File: config.mk
export PLATFORM = sky130hd
export DESIGN_NAME = restoring_divider_8_bits_sequential
export DESIGN_NICKNAME = d
export VERILOG_FILES = /design/src/rtl/restoring_divider_8_bits_sequential.sv
export SDC_FILE = /design/constraint.sdc
export NUM_CORES = 1
export LEC_CHECK = 0
export CORE_ASPECT_RATIO = 1.4
export CORE_UTILIZATION = 56
export DETAILED_ROUTE_END_ITERATION = 10
export DONT_BUFFER_PORTS = 1
export PLACE_DENSITY = 0.74
export REMOVE_ABC_BUFFERS = 1
export SLEW_MARGIN = 10
export SYNTH_ARGS = -nofsm -noshare
export SYNTH_HDL_FRONTEND = slang
export SYNTH_SLANG_ARGS = --single-unit
File: constraint.sdc
create_clock -name CLK -period 4 [get_ports CLK]
set_input_delay 0.4 -clock CLK [delete_from_list [all_inputs] [get_ports CLK]]
set_output_delay 0.4 -clock CLK [all_outputs]
set_load 0.02 [all_outputs]
File: src/rtl/restoring_divider_8_bits_sequential.sv
// Sequential 8-bit restoring divider (one quotient bit per clock) and its 8-bit ripple subtractor.
// Optional macro DIVIDER_SIGNED_EN selects two's-complement operands and results.

module full_subtractor_8_bits_structure (
    input  logic [7:0] A,
    input  logic [7:0] B,
    input  logic       BIN,
    output logic [7:0] S,
    output logic       BOUT
);
    logic [8:0] borrow;

    assign borrow[0] = BIN;

    for (genvar i = 0; i < 8; i++) begin : g_bit
        assign S[i]        = A[i] ^ B[i] ^ borrow[i];
        assign borrow[i+1] = (~A[i] & B[i]) | (~(A[i] ^ B[i]) & borrow[i]);
    end

    assign BOUT = borrow[8];
endmodule

// state | meaning
// IDLE  | waiting for START; operands captured on the accepting edge
// RUN   | one restoring step per clock, dividend MSB first
// FIN   | DONE pulse; Q/R/DIV_ZERO valid
module restoring_divider_8_bits_sequential #(
    parameter int N_BITS = 8,
    parameter int CNT_W  = 4
) (
    input  logic              CLK,
    input  logic              RST,
    input  logic              START,
    input  logic [N_BITS-1:0] A,
    input  logic [N_BITS-1:0] B,
    output logic              BUSY,
    output logic              DONE,
    output logic [N_BITS-1:0] Q,
    output logic [N_BITS-1:0] R,
    output logic              DIV_ZERO
);
    typedef enum logic [1:0] {IDLE, RUN, FIN} state_t;

    state_t            state, state_nxt;
    logic [N_BITS-1:0] dvd, dsr, p, quo;
    logic [CNT_W-1:0]  cnt;

    logic [N_BITS-1:0] a_mag, b_mag;
    logic [N_BITS-1:0] p_sh, p_nxt, quo_nxt, diff, q_res, r_res;
    logic              p8, bout, take, last;

    full_subtractor_8_bits_structure u_sub (
        .A    (p_sh),
        .B    (dsr),
        .BIN  (1'b0),
        .S    (diff),
        .BOUT (bout)
    );

    // p8 is the bit shifted out of P; when set the 9-bit value always exceeds the divisor
    assign p8      = p[N_BITS-1];
    assign p_sh    = {p[N_BITS-2:0], dvd[N_BITS-1]};
    assign take    = p8 | ~bout;
    assign p_nxt   = take ? diff : p_sh;
    assign quo_nxt = {quo[N_BITS-2:0], take};
    assign last    = (cnt == '0);

`ifdef DIVIDER_SIGNED_EN
    logic neg_q, neg_r;

    assign a_mag = A[N_BITS-1] ? ('0 - A) : A;
    assign b_mag = B[N_BITS-1] ? ('0 - B) : B;
    assign q_res = neg_q ? ('0 - quo_nxt) : quo_nxt;
    assign r_res = neg_r ? ('0 - p_nxt) : p_nxt;

    always_ff @(posedge CLK or posedge RST) begin
        if (RST) begin
            neg_q <= 1'b0;
            neg_r <= 1'b0;
        end else if (state == IDLE && START) begin
            neg_q <= A[N_BITS-1] ^ B[N_BITS-1];
            neg_r <= A[N_BITS-1];
        end
    end
`else
    assign a_mag = A;
    assign b_mag = B;
    assign q_res = quo_nxt;
    assign r_res = p_nxt;
`endif

    always_ff @(posedge CLK or posedge RST) begin
        if (RST) state <= IDLE;
        else     state <= state_nxt;
    end

    always_comb begin
        state_nxt = state;
        case (state)
            IDLE:    if (START) state_nxt = (B == '0) ? FIN : RUN;
            RUN:     if (last)  state_nxt = FIN;
            FIN:     state_nxt = IDLE;
            default: state_nxt = IDLE;
        endcase
    end

    always_comb begin
        BUSY = 1'b0;
        DONE = 1'b0;
        case (state)
            RUN:     BUSY = 1'b1;
            FIN:     DONE = 1'b1;
            default: ;
        endcase
    end

    // results are only written at completion so they hold across the next operation
    always_ff @(posedge CLK or posedge RST) begin
        if (RST) begin
            dvd      <= '0;
            dsr      <= '0;
            p        <= '0;
            quo      <= '0;
            cnt      <= '0;
            Q        <= '0;
            R        <= '0;
            DIV_ZERO <= 1'b0;
        end else begin
            case (state)
                IDLE: begin
                    if (START) begin
                        dvd <= a_mag;
                        dsr <= b_mag;
                        p   <= '0;
                        quo <= '0;
                        cnt <= CNT_W'(N_BITS - 1);
                        if (B == '0) begin
                            Q        <= '1;
                            R        <= A;
                            DIV_ZERO <= 1'b1;
                        end
                    end
                end
                RUN: begin
                    dvd <= {dvd[N_BITS-2:0], 1'b0};
                    p   <= p_nxt;
                    quo <= quo_nxt;
                    cnt <= cnt - 1'b1;
                    if (last) begin
                        Q        <= q_res;
                        R        <= r_res;
                        DIV_ZERO <= 1'b0;
                    end
                end
                default: ;
            endcase
        end
    end
endmodule

* Yosys cells after proc, flatten, opt, wreduce, memory -nomap -nowiden
Index checks and enable logic that the tools add are counted.
** Word-level totals
- Bits of input ports :: 19
- Output and inout port bits :: 19
- Logic and storage cells :: 103
- Flip-flop bits (word level) :: 54
** Cells by class
- Reduce and logical (&&, ||, !) cells :: 8
- Bitwise operators :: 54
- Multiplexer cells :: 26
- $add $sub $neg :: 1
- Eq/ne operators :: 5
** Operators by type and width (count)
- $mux W8 :: 9
- $pmux W8 S2 :: 4
- $not A1 Y1 :: 16
- $and A1 B1 Y1 :: 15
- $xor A1 B1 Y1 :: 15
- $pmux W7 S2 :: 1
- $logic_not A8 Y1 :: 1
- $or A1 B1 Y1 :: 8
- $pmux W4 S2 :: 1
- $mux W2 :: 3
- $ne A2 B2 Y1 const B :: 3
- $reduce_and A2 Y1 :: 3
- $mux W1 :: 5
- $logic_not A4 Y1 :: 1
- $mux W4 :: 1
- $pmux W2 S2 :: 1
- $reduce_and A4 Y1 :: 1
- $sub A4 B1 Y4 const B :: 1
- $eq A2 B1 Y1 const B :: 1
- $eq A2 B2 Y1 const B :: 1
- $logic_not A2 Y1 :: 1
- $pmux W1 S2 :: 1
- $reduce_bool A2 Y1 :: 1

* Depth between registers and ports, before layout
Gate-level depths: netlist of the first run.
- Depth in word-level cells :: 21
- Depth in mapped cells :: 16
- Mapped depth without buffers :: 14

* Hierarchy
A second synthesis of the first run with hierarchy kept.
** Unflattened totals
- Cell total of the unflattened synthesis :: 258
- Area, all modules :: 2630.0 sq um
** Modules (own cells, without submodules)
- restoring_divider_8_bits_sequential :: instances 1, area an instance 2402.3 sq um, cells each 232
- full_subtractor_8_bits_structure :: instances 1, area an instance 227.7 sq um, cells each 26

* Least setup slack after synthesis of the first run
OpenSTA, ideal clock, no wires.
- Path kind :: register to register
- Start point :: reg dvd[7]
- End point :: reg R[0]
- Library setup time :: 64 ps
- Slack :: -19 ps
- Buffers on the path :: 2
- Arrival time :: 3955 ps
- Cell stages (with the launch flop) :: 17
- Path through :: dfrtp_1 inv_1 ha_1 fa_1 fa_1 fa_1 fa_1 fa_1 fa_1 inv_1 fa_1 clkbuf_1 or2_2 clkbuf_1 o21ai_0 o21ai_0 mux2_4
** On the way
- Cells in the longest elaborated chain, start to end :: 21
** Ends and longest elaborated chain
- from (decl) :: line 45 : logic [N_BITS-1:0] dvd, dsr, p, quo;
- from (signal assigned) :: line 132 : dvd <= a_mag;
- from (signal assigned) :: line 145 : dvd <= {dvd[N_BITS-2:0], 1'b0};
- $not A1 Y1 :: line 17 : assign borrow[i+1] = (~A[i] & B[i]) | (~(A[i] ^ B[i]) & borrow[i]);
- $and A1 B1 Y1 (2 in a row) :: line 17
- $or A1 B1 Y1 :: line 17
- $and A1 B1 Y1 :: line 17
- $or A1 B1 Y1 :: line 17
- $and A1 B1 Y1 :: line 17
- $or A1 B1 Y1 :: line 17
- $and A1 B1 Y1 :: line 17
- [4 not listed]
- $or A1 B1 Y1 :: line 17
- $and A1 B1 Y1 :: line 17
- $or A1 B1 Y1 :: line 17
- $not A1 Y1 :: line 63 : assign take = p8 | ~bout;
- $or A1 B1 Y1 :: line 63
- $mux W8 * :: line 64 : assign p_nxt = take ? diff : p_sh;
- $mux W8 * :: line 149 : if (last) begin
- $pmux W8 S2 * :: line 129 : case (state)
- to (signal assigned) :: line 151 : R <= r_res;
- to (decl) :: line 39 : output logic [N_BITS-1:0] R,
Mark *: on every way between the ends. The rest lies on a longest branch, timed or not. The select of a mux whose other input is x is not followed.
A chain may end at the register's enable or synchronous reset.

* Worst setup path in the final report of the first run
- Start point :: reg dvd[7]
- End point :: reg R[4]
** On the way
- Cells in the longest elaborated chain, start to end :: 21
** Ends and longest elaborated chain (line)
- $not A1 Y1 * :: 17
- $and A1 B1 Y1 * (2 in a row) :: 17
- $or A1 B1 Y1 * :: 17
- $and A1 B1 Y1 * :: 17
- $or A1 B1 Y1 * :: 17
- $and A1 B1 Y1 * :: 17
- $or A1 B1 Y1 * :: 17
- $and A1 B1 Y1 :: 17
- [4 not listed]
- $or A1 B1 Y1 :: 17
- $and A1 B1 Y1 :: 17
- $or A1 B1 Y1 :: 17
- $not A1 Y1 :: 63
- $or A1 B1 Y1 :: 63
- $mux W8 * :: 64
- $mux W8 * :: 149
- $pmux W8 S2 * :: 129
Marks and branches as above.

==> results of run 1 <==
[through the flow]
step | utilization | instance area, sq um | worst slack (ns) | hold WS [ns]
after floorplan | - | 2510 | 0.169 | 0.447
after global placement | 0.603 | 2620 | 0.00811 | 0.463
after detailed placement | 0.603 | 2620 | -0.0997 | 0.472
after CTS | 0.640 | 2780 | 0.00482 | 0.192
after global routing | 0.645 | 2800 | 0.0310 | 0.199
final | 0.645 | 2800 | 0.193 | 0.118
[repair_timing]
| action | 4_1_cts | 5_1_grt |
|---|---|---|
| pin swaps | 2 | 3 |
| buffers inserted | 4 | 1 |
| setup endpoints to repair | 8 | 16 |
| gates resized for setup | 6 | 11 |
| endpoints found under the hold margin | 0 | 0 |
[cells in the final DEF, fill, tap and decap left out, drive strengths merged, types with 3 or more instances in the layout]
cell    instances
o21ai          33
a22oi           7
nor2           13
o211ai          3
mux2            9
nand2          69
inv            20
a21oi           3
clkbuf          6
mux2i           7
fa              7
nand3           7
nor4            3
buf             9
dfrtp          54
[sequential cells by signal (all words and copies together) (netlist names)]
| name | flops |
|---|---|
| Q | 8 |
| R | 8 |
| dsr | 8 |
| dvd | 8 |
| p | 8 |
| quo | 7 |
| cnt | 4 |
| state | 2 |
| DIV_ZERO | 1 |
[cells in the mapped netlist, drive strengths merged (2+ instances only)]
cell	n
buf	2
fa	7
mux2i	7
ha	2
a21oi	3
nand2	69
mux2	9
o21ai	33
clkbuf	12
dfrtp	54
o211ai	3
inv	21
a22oi	7
nand3	7
nor2	13
nor4	3
[power breakdown]
group / switching [uW] / internal (uW)
combinational: 733 / 604
sequential: 299 / 806
clock: 174 / 187
total: 1210 / 1600
[final cells by class]
cell class,instances,area [sq um],area share
clock buffers,6,72.6,0.0259
multi-input cells,177,1100,0.392
clock inverters,2,37.5,0.0134
repair buffers,9,83.8,0.0299
flip-flops and latches,54,1350,0.482
inverters,22,83.8,0.0299
well taps,60,75.1,0.0268
[layer usage]
layer | up-vias | part of all wire
li1 | 876 | -
met1 | 891 | 0.41
met2 | 61 | 0.51
met3 | 11 | 0.056
met4 | 0 | 0.023
met5 | - | 0
[worst paths after layout]
path / startpoint / endpoint / slack, ns / depth (start not counted)
min reg2reg: dvd[5]$_DFFE_PP0P_ / dvd[5]$_DFFE_PP0P_ / 0.49 / 2
min in group CLK: B[3] / dsr[3]$_DFFE_PP0P_ / 0.20 / 2
min: RST / quo[4]$_DFFE_PP0P_ / 0.12 / 1
max: dvd[7]$_DFFE_PP0P_ / R[4]$_DFFE_PP0P_ / 0.19 / 15
max reg2reg: dvd[7]$_DFFE_PP0P_ / R[4]$_DFFE_PP0P_ / 0.19 / 15
max in group asynchronous: RST / R[4]$_DFFE_PP0P_ / 3.32 / 1
[cell families after synthesis]
family | count (synthesis)
AND/OR/NAND/NOR | 100
flip-flops | 54
AO/OA/AOI/OAI | 51
buffers and inverters | 36
multiplexers | 16
adder cells (fa/ha/maj) | 9
XOR/XNOR | 1
==> load_flow_metrics.sql, run 1 <==
INSERT INTO impl_metrics (metric_group, metric, value, unit) VALUES
('clock_network', 'clk_path_buf_depth', '2', ''),
('grt', 'grt_pass1_vias', '1863', ''),
('timing', 'slew-limit-headroom', '0.381', ''),
('floorplanning', 'die_x', '59.5', 'um'),
('worst_hold_path', 'worst_hold_path_type', 'input port to async pin', ''),
('placed_design', 'dp.cells', '317', ''),
('yosys', 'netlist_top_cells_area', 'dfrtp_1 (52%), nand2_1 (10%), o21ai_0 (6.2%)', ''),
('finish', 'final_cell_count_no_fill', '330', ''),
('timing', 'finalCriticalPeriod', '3.81', 'ns'),
('timing', 'worst_pin_slew', '0.929', 'ns'),
('run_status', 'run_status', 'finished, final reports clean', ''),
('grt', 'globalRouteMet3Util', '0.0654', ''),
('clock_network', 'holdBufCountCts', '0', ''),
('yosys', 'synth_xor_xnor_area_share', '0.00338', ''),
('timing', 'final-hold-violation-count', '0', ''),
('timing', 'min_period_over_period', '0.952', ''),
('yosys', 'ys_async_sr_fraction', '1.00', ''),
('yosys', 'number_of_enable_flip_flop_cells_after_synthesis', '0', ''),
('clock_network', 'cts_buffers', '5', ''),
('power', 'vdd_ir_drop_max', '0.594', 'mV'),
('floorplanning', 'dieHeight', '82.5', 'um'),
('floorplanning', 'placement_rows', '28', ''),
('critical_path', 'path_buf_inv', '3', ''),
('clock_network', 'ctsRootBufferMaster', 'clkbuf_8', ''),
('grt', 'global_route_wire_length_before_repair', '8630', 'um'),
('critical_path', 'cp.arrival', '4.01', 'ns'),
('timing', 'grt_setup_unrepaired', 'false', ''),
('route', 'average_routed_wire_per_standard_cell', '15.9', 'um'),
('yosys', 'synth_top_family_by_area', 'simple AND/OR/NAND/NOR gates', ''),
('flow_run', 'max_cap_violations', '0', ''),
('yosys', 'syn_avg_cell_area', '9.71', 'sq um'),
('floorplanning', 'pin_count', '38', ''),
('grt', 'initial_antenna_violation_count', '0', ''),
('yosys', 'syn_inst', '267', ''),
('clock_network', 'htree_num_levels', '2', ''),
('yosys', 'synth_seq_area_share', '0.521', ''),
('critical_path', 'cp_common_cell', 'fa_2', ''),
('timing', 'fmaxAchievable', '0.263', 'GHz'),
('yosys', 'synth-adder-area-share', '0.0637', ''),
('route', 'drt.antenna.violating_nets', '0', ''),
('floorplanning', 'fp.coreArea', '4340', 'sq um'),
('route', 'route.vias.total', '1839', ''),
('yosys', 'synth.ff_latch_count', '54', ''),
('yosys', 'synth_mux_area_frac', '0.0690', ''),
('yosys', 'netlist_area', '2590', 'sq um'),
('yosys', 'post_synth_and_or_nand_nor_area_fraction', '0.164', ''),
('timing', 'final.setup.tns', '0', 'ns'),
('power', 'powerDensity', '1000', 'nW/um^2'),
('finish', 'syn_to_final_growth', '8.16', '%'),
('yosys', 'synth_largest_type_area_fraction', '0.521', ''),
('finish', 'diodes', '0', ''),
('floorplanning', 'floorplan.initialDensity', '0.596', ''),
('grt', 'grt_util_met1', '0.290', ''),
('placed_design', 'gp_congestion', '0.858', ''),
('power', 'totalPowerFinal', '2800', 'uW'),
('critical_path', 'timing.critical_path.slowest_cell_delay', '0.35', 'ns'),
('timing', 'clock_skew', '0.00838', 'ns'),
('grt', 'grt_most_used_layer', 'met2', ''),
('floorplanning', 'die_area', '4910', 'sq um'),
('timing', 'finalSetupViolations', '0', ''),
('clock_network', 'clk_latency', '0.31', 'ns'),
('yosys', 'netlist-cell-type-count', '34', ''),
('yosys', 'synth_top_cell_by_area', 'dfrtp_1', ''),
('route', 'detailedRoute.firstIterationViolations', '91', ''),
('route', 'via_per_inst', '5.57', ''),
('clock_network', 'tritoncts', 'done', ''),
('timing', 'slew_violations', '0', ''),
('critical_path', 'setup.worst_path.end_class', 'flop', ''),
('yosys', 'yosys_warnings', '0', ''),
('finish', 'nets', '297', ''),
('finish', 'filler_cell_count', '395', '');
Power figures use the tool's default switching activity.
==> run 2, diff against run 1 <==
==> constraint.sdc (replaced) <==
create_clock -name CLK -period 4 [get_ports CLK]
set_input_delay 1.2 -clock CLK [delete_from_list [all_inputs] [get_ports CLK]]
set_output_delay 1.2 -clock CLK [all_outputs]
set_load 0.02 [all_outputs]
==> run 2 against run 1 <==
Routed wire length down 0.71%. Combinational power down 10%. Register-to-register slack worse by 0.03 ns. Worst setup slack worse by 0.031 ns. Final area down 0.71%. First-iteration DRC count down 7.7%. Final cell count down 0.30%. Via count up 0.11%. Flip-flop and latch count unchanged.
==> load_flow_metrics.sql, run 2 (same netlist as run 1, synthesis figures left out) <==
INSERT INTO impl_metrics (metric_group, metric, value, unit) VALUES
('route', 'drtPass1Iterations', '4', ''),
('finish', 'diodes', '0', ''),
('clock_network', 'tritoncts', 'done', ''),
('timing', 'final.setup.tns', '0', 'ns'),
('critical_path', 'timing.critical_path.slowest_cell_delay', '0.38', 'ns'),
('finish', 'ff_latch_area', '1350', 'sq um'),
('placed_design', 'gp_congestion', '0.853', ''),
('timing', 'slew-limit-headroom', '0.492', ''),
('timing', 'clock_skew', '0.00791', 'ns'),
('floorplanning', 'die_x', '59.5', 'um'),
('clock_network', 'clk_sinks', '54', ''),
('clock_network', 'clk_pin_slew_worst_paths', '0.09', 'ns'),
('critical_path', 'path_buf_inv', '3', ''),
('floorplanning', 'dieHeight', '82.5', 'um'),
('placed_design', 'place_worst_setup_slack', '-0.100', 'ns'),
('route', 'routed_wirelength', '5210', 'um'),
('clock_network', 'cts_buffers', '5', ''),
('critical_path', 'crit_family', 'adder cells', ''),
('timing', 'finalCriticalPeriod', '3.84', 'ns'),
('timing', 'worst_pin_slew', '0.761', 'ns'),
('critical_path', 'setup.worst_path.end_class', 'flop', ''),
('critical_path', 'timing.rr.start', 'dvd[7]$_DFFE_PP0P_', ''),
('finish', 'final_common_cell', 'nand2_1', ''),
('clock_network', 'clk_latency', '0.30', 'ns'),
('grt', 'gr_util_all_layers', '0.233', ''),
('timing', 'slew_violations', '0', ''),
('timing', 'min_period_over_period', '0.960', ''),
('power', 'p_leak', '0.00128', 'uW'),
('power', 'powerDensity', '959', 'nW/um^2'),
('finish', 'nets', '297', ''),
('route', 'drt.antenna.violating_nets', '0', ''),
('timing', 'final-hold-violation-count', '0', ''),
('finish', 'filler_cell_count', '390', ''),
('critical_path', 'cp_common_cell', 'fa_2', ''),
('floorplanning', 'fp.coreArea', '4340', 'sq um'),
('finish', 'syn_to_final_growth', '7.39', '%'),
('placed_design', 'placed_area', '2640', 'sq um'),
('timing', 'fmaxAchievable', '0.260', 'GHz'),
('power', 'totalPowerFinal', '2670', 'uW'),
('clock_network', 'ctsRootBufferMaster', 'clkbuf_8', ''),
('grt', 'global_route_wire_length_before_repair', '8370', 'um'),
('grt', 'grt_overflow_total', '0', ''),
('route', 'route.vias.total', '1841', ''),
('critical_path', 'cp.required', '4.19', 'ns'),
('critical_path', 'slowest_stage', 'fa_1', ''),
('worst_hold_path', 'min-delay-start', 'dvd[1]$_DFFE_PP0P_', ''),
('grt', 'grt_start_max_net_pins', '41', ''),
('floorplanning', 'pin_count', '38', ''),
('finish', 'final_cell_mix', 'nand2_1 (69), dfrtp_1 (54), o21ai_0 (30)', ''),
('flow_run', 'max_cap_violations', '0', ''),
('grt', 'grt_pass1_vias', '1823', ''),
('clock_network', 'holdBufCountCts', '0', ''),
('critical_path', 'critical_path.max_fanout', '5', ''),
('power', 'vdd_ir_drop_max', '0.498', 'mV'),
('route', 'detailedRoute.firstIterationViolations', '84', ''),
('critical_path', 'cp.arrival', '4.03', 'ns'),
('floorplanning', 'die_area', '4910', 'sq um'),
('placed_design', 'port_buffers', '0', ''),
('critical_path', 'timing.critical_path.cells', 'inv_1, ha_1, fa_2, fa_2, fa_2, fa_2, fa_2, fa_1, inv_2, fa_2, clkbuf_2, o21ai_0, o21ai_1, o21ai_0, mux2_2', ''),
('finish', 'drive_gt1_frac', '0.138', ''),
('grt', 'initial_antenna_violation_count', '0', ''),
('timing', 'grt_setup_unrepaired', 'false', ''),
('worst_hold_path', 'worst_hold_path_type', 'flop to flop', ''),
('critical_path', 'worstSetupStartpointType', 'flop', ''),
('clock_network', 'clk_path_buf_depth', '2', ''),
('floorplanning', 'floorplan.initialDensity', '0.596', ''),
('floorplanning', 'placement_rows', '28', ''),
('route', 'via_per_inst', '5.60', ''),
('route', 'average_routed_wire_per_standard_cell', '15.8', 'um'),
('finish', 'final_area', '2780', 'sq um'),
('critical_path', 'critPathLaunch', 'dvd[7]$_DFFE_PP0P_', ''),
('timing', 'setup_slack', '0.161', 'ns'),
('placed_design', 'hpwlAfterDp', '3560', 'um'),
('finish', 'multiInputGateArea', '1100', 'sq um'),
('timing', 'finalSetupViolations', '0', ''),
('critical_path', 'setup.worst_path.class', 'flop to flop', ''),
('run_status', 'run_status', 'finished, final reports clean', ''),
('route', 'route.detailed.drc', '0', ''),
('clock_network', 'htree_num_levels', '2', '');
==> run 2: changes by cell type in the layout (fill, tap and decap cells not counted), sizes merged <==
cell,delta
clkinvlp,-1
clkbuf,+1
buf,-1
clkinv,-1
inv,+1
==> run 2: report_power, final <==
group	switching, uW	total (uW)	internal (uW)
clock	168	368	200
sequential	297	1100	806
combinational	688	1200	510
total	1150	2670	1520
==> run 2: final cells by class <==
cell class | count | area share
clock buffer | 6 | 0.0297
clock inverter | 1 | 0.0108
inverter | 22 | 0.0297
multi-input combinational | 177 | 0.394
sequential | 54 | 0.486
tap | 60 | 0.0270
timing repair buffer | 9 | 0.0234
==> run 2: what timing repair did <==
action,CTS,global route
pin swaps,0,1
setup endpoints to repair,8,10
buffers inserted,0,3
resized for setup,2,7
==> run 2: worst paths after layout <==
kind | to | slack, ns | cells after the start
worst min register to register | dvd[1]$_DFFE_PP0P_ | 0.49 | 2
worst max-delay path | R[2]$_DFFE_PP0P_ | 0.16 | 15
worst max register to register | R[2]$_DFFE_PP0P_ | 0.16 | 15
min in group asynchronous | quo[4]$_DFFE_PP0P_ | 0.91 | 1
max in group asynchronous | dsr[0]$_DFFE_PP0P_ | 2.35 | 2
worst min-delay path | dvd[1]$_DFFE_PP0P_ | 0.49 | 2
==> run 2: per-stage QoR <==
step                      std cells  hold WS (ns)   util
after CTS                       326         0.497  0.634
after global routing            329         0.516  0.641
final                           329         0.495  0.641
after floorplan                 253         0.447      -
after global placement          319         0.462  0.607
after detailed placement        319         0.469  0.607
==> run 2: layer usage <==
| layer | wire length [um] | part of all wire | vias up | GRT usage |
|---|---|---|---|---|
| li1 | - | - | 876 | - |
| met1 | 2120 | 0.41 | 909 | 0.291 |
| met2 | 2700 | 0.52 | 49 | 0.390 |
| met3 | 314 | 0.060 | 7 | 0.0607 |
| met4 | 72 | 0.014 | 0 | 0.0791 |
| met5 | 0 | 0 | - | 0 |
==> run 2: worst register-to-register path: cells and delay by family, from the launching register on <==
kind | cells | cell delay (ns)
adder cells (fa/ha/maj) | 8 | 2.49
flip-flops | 1 | 0.34
buffers and inverters | 3 | 0.30
multiplexers | 1 | 0.28
AO/OA/AOI/OAI | 3 | 0.33
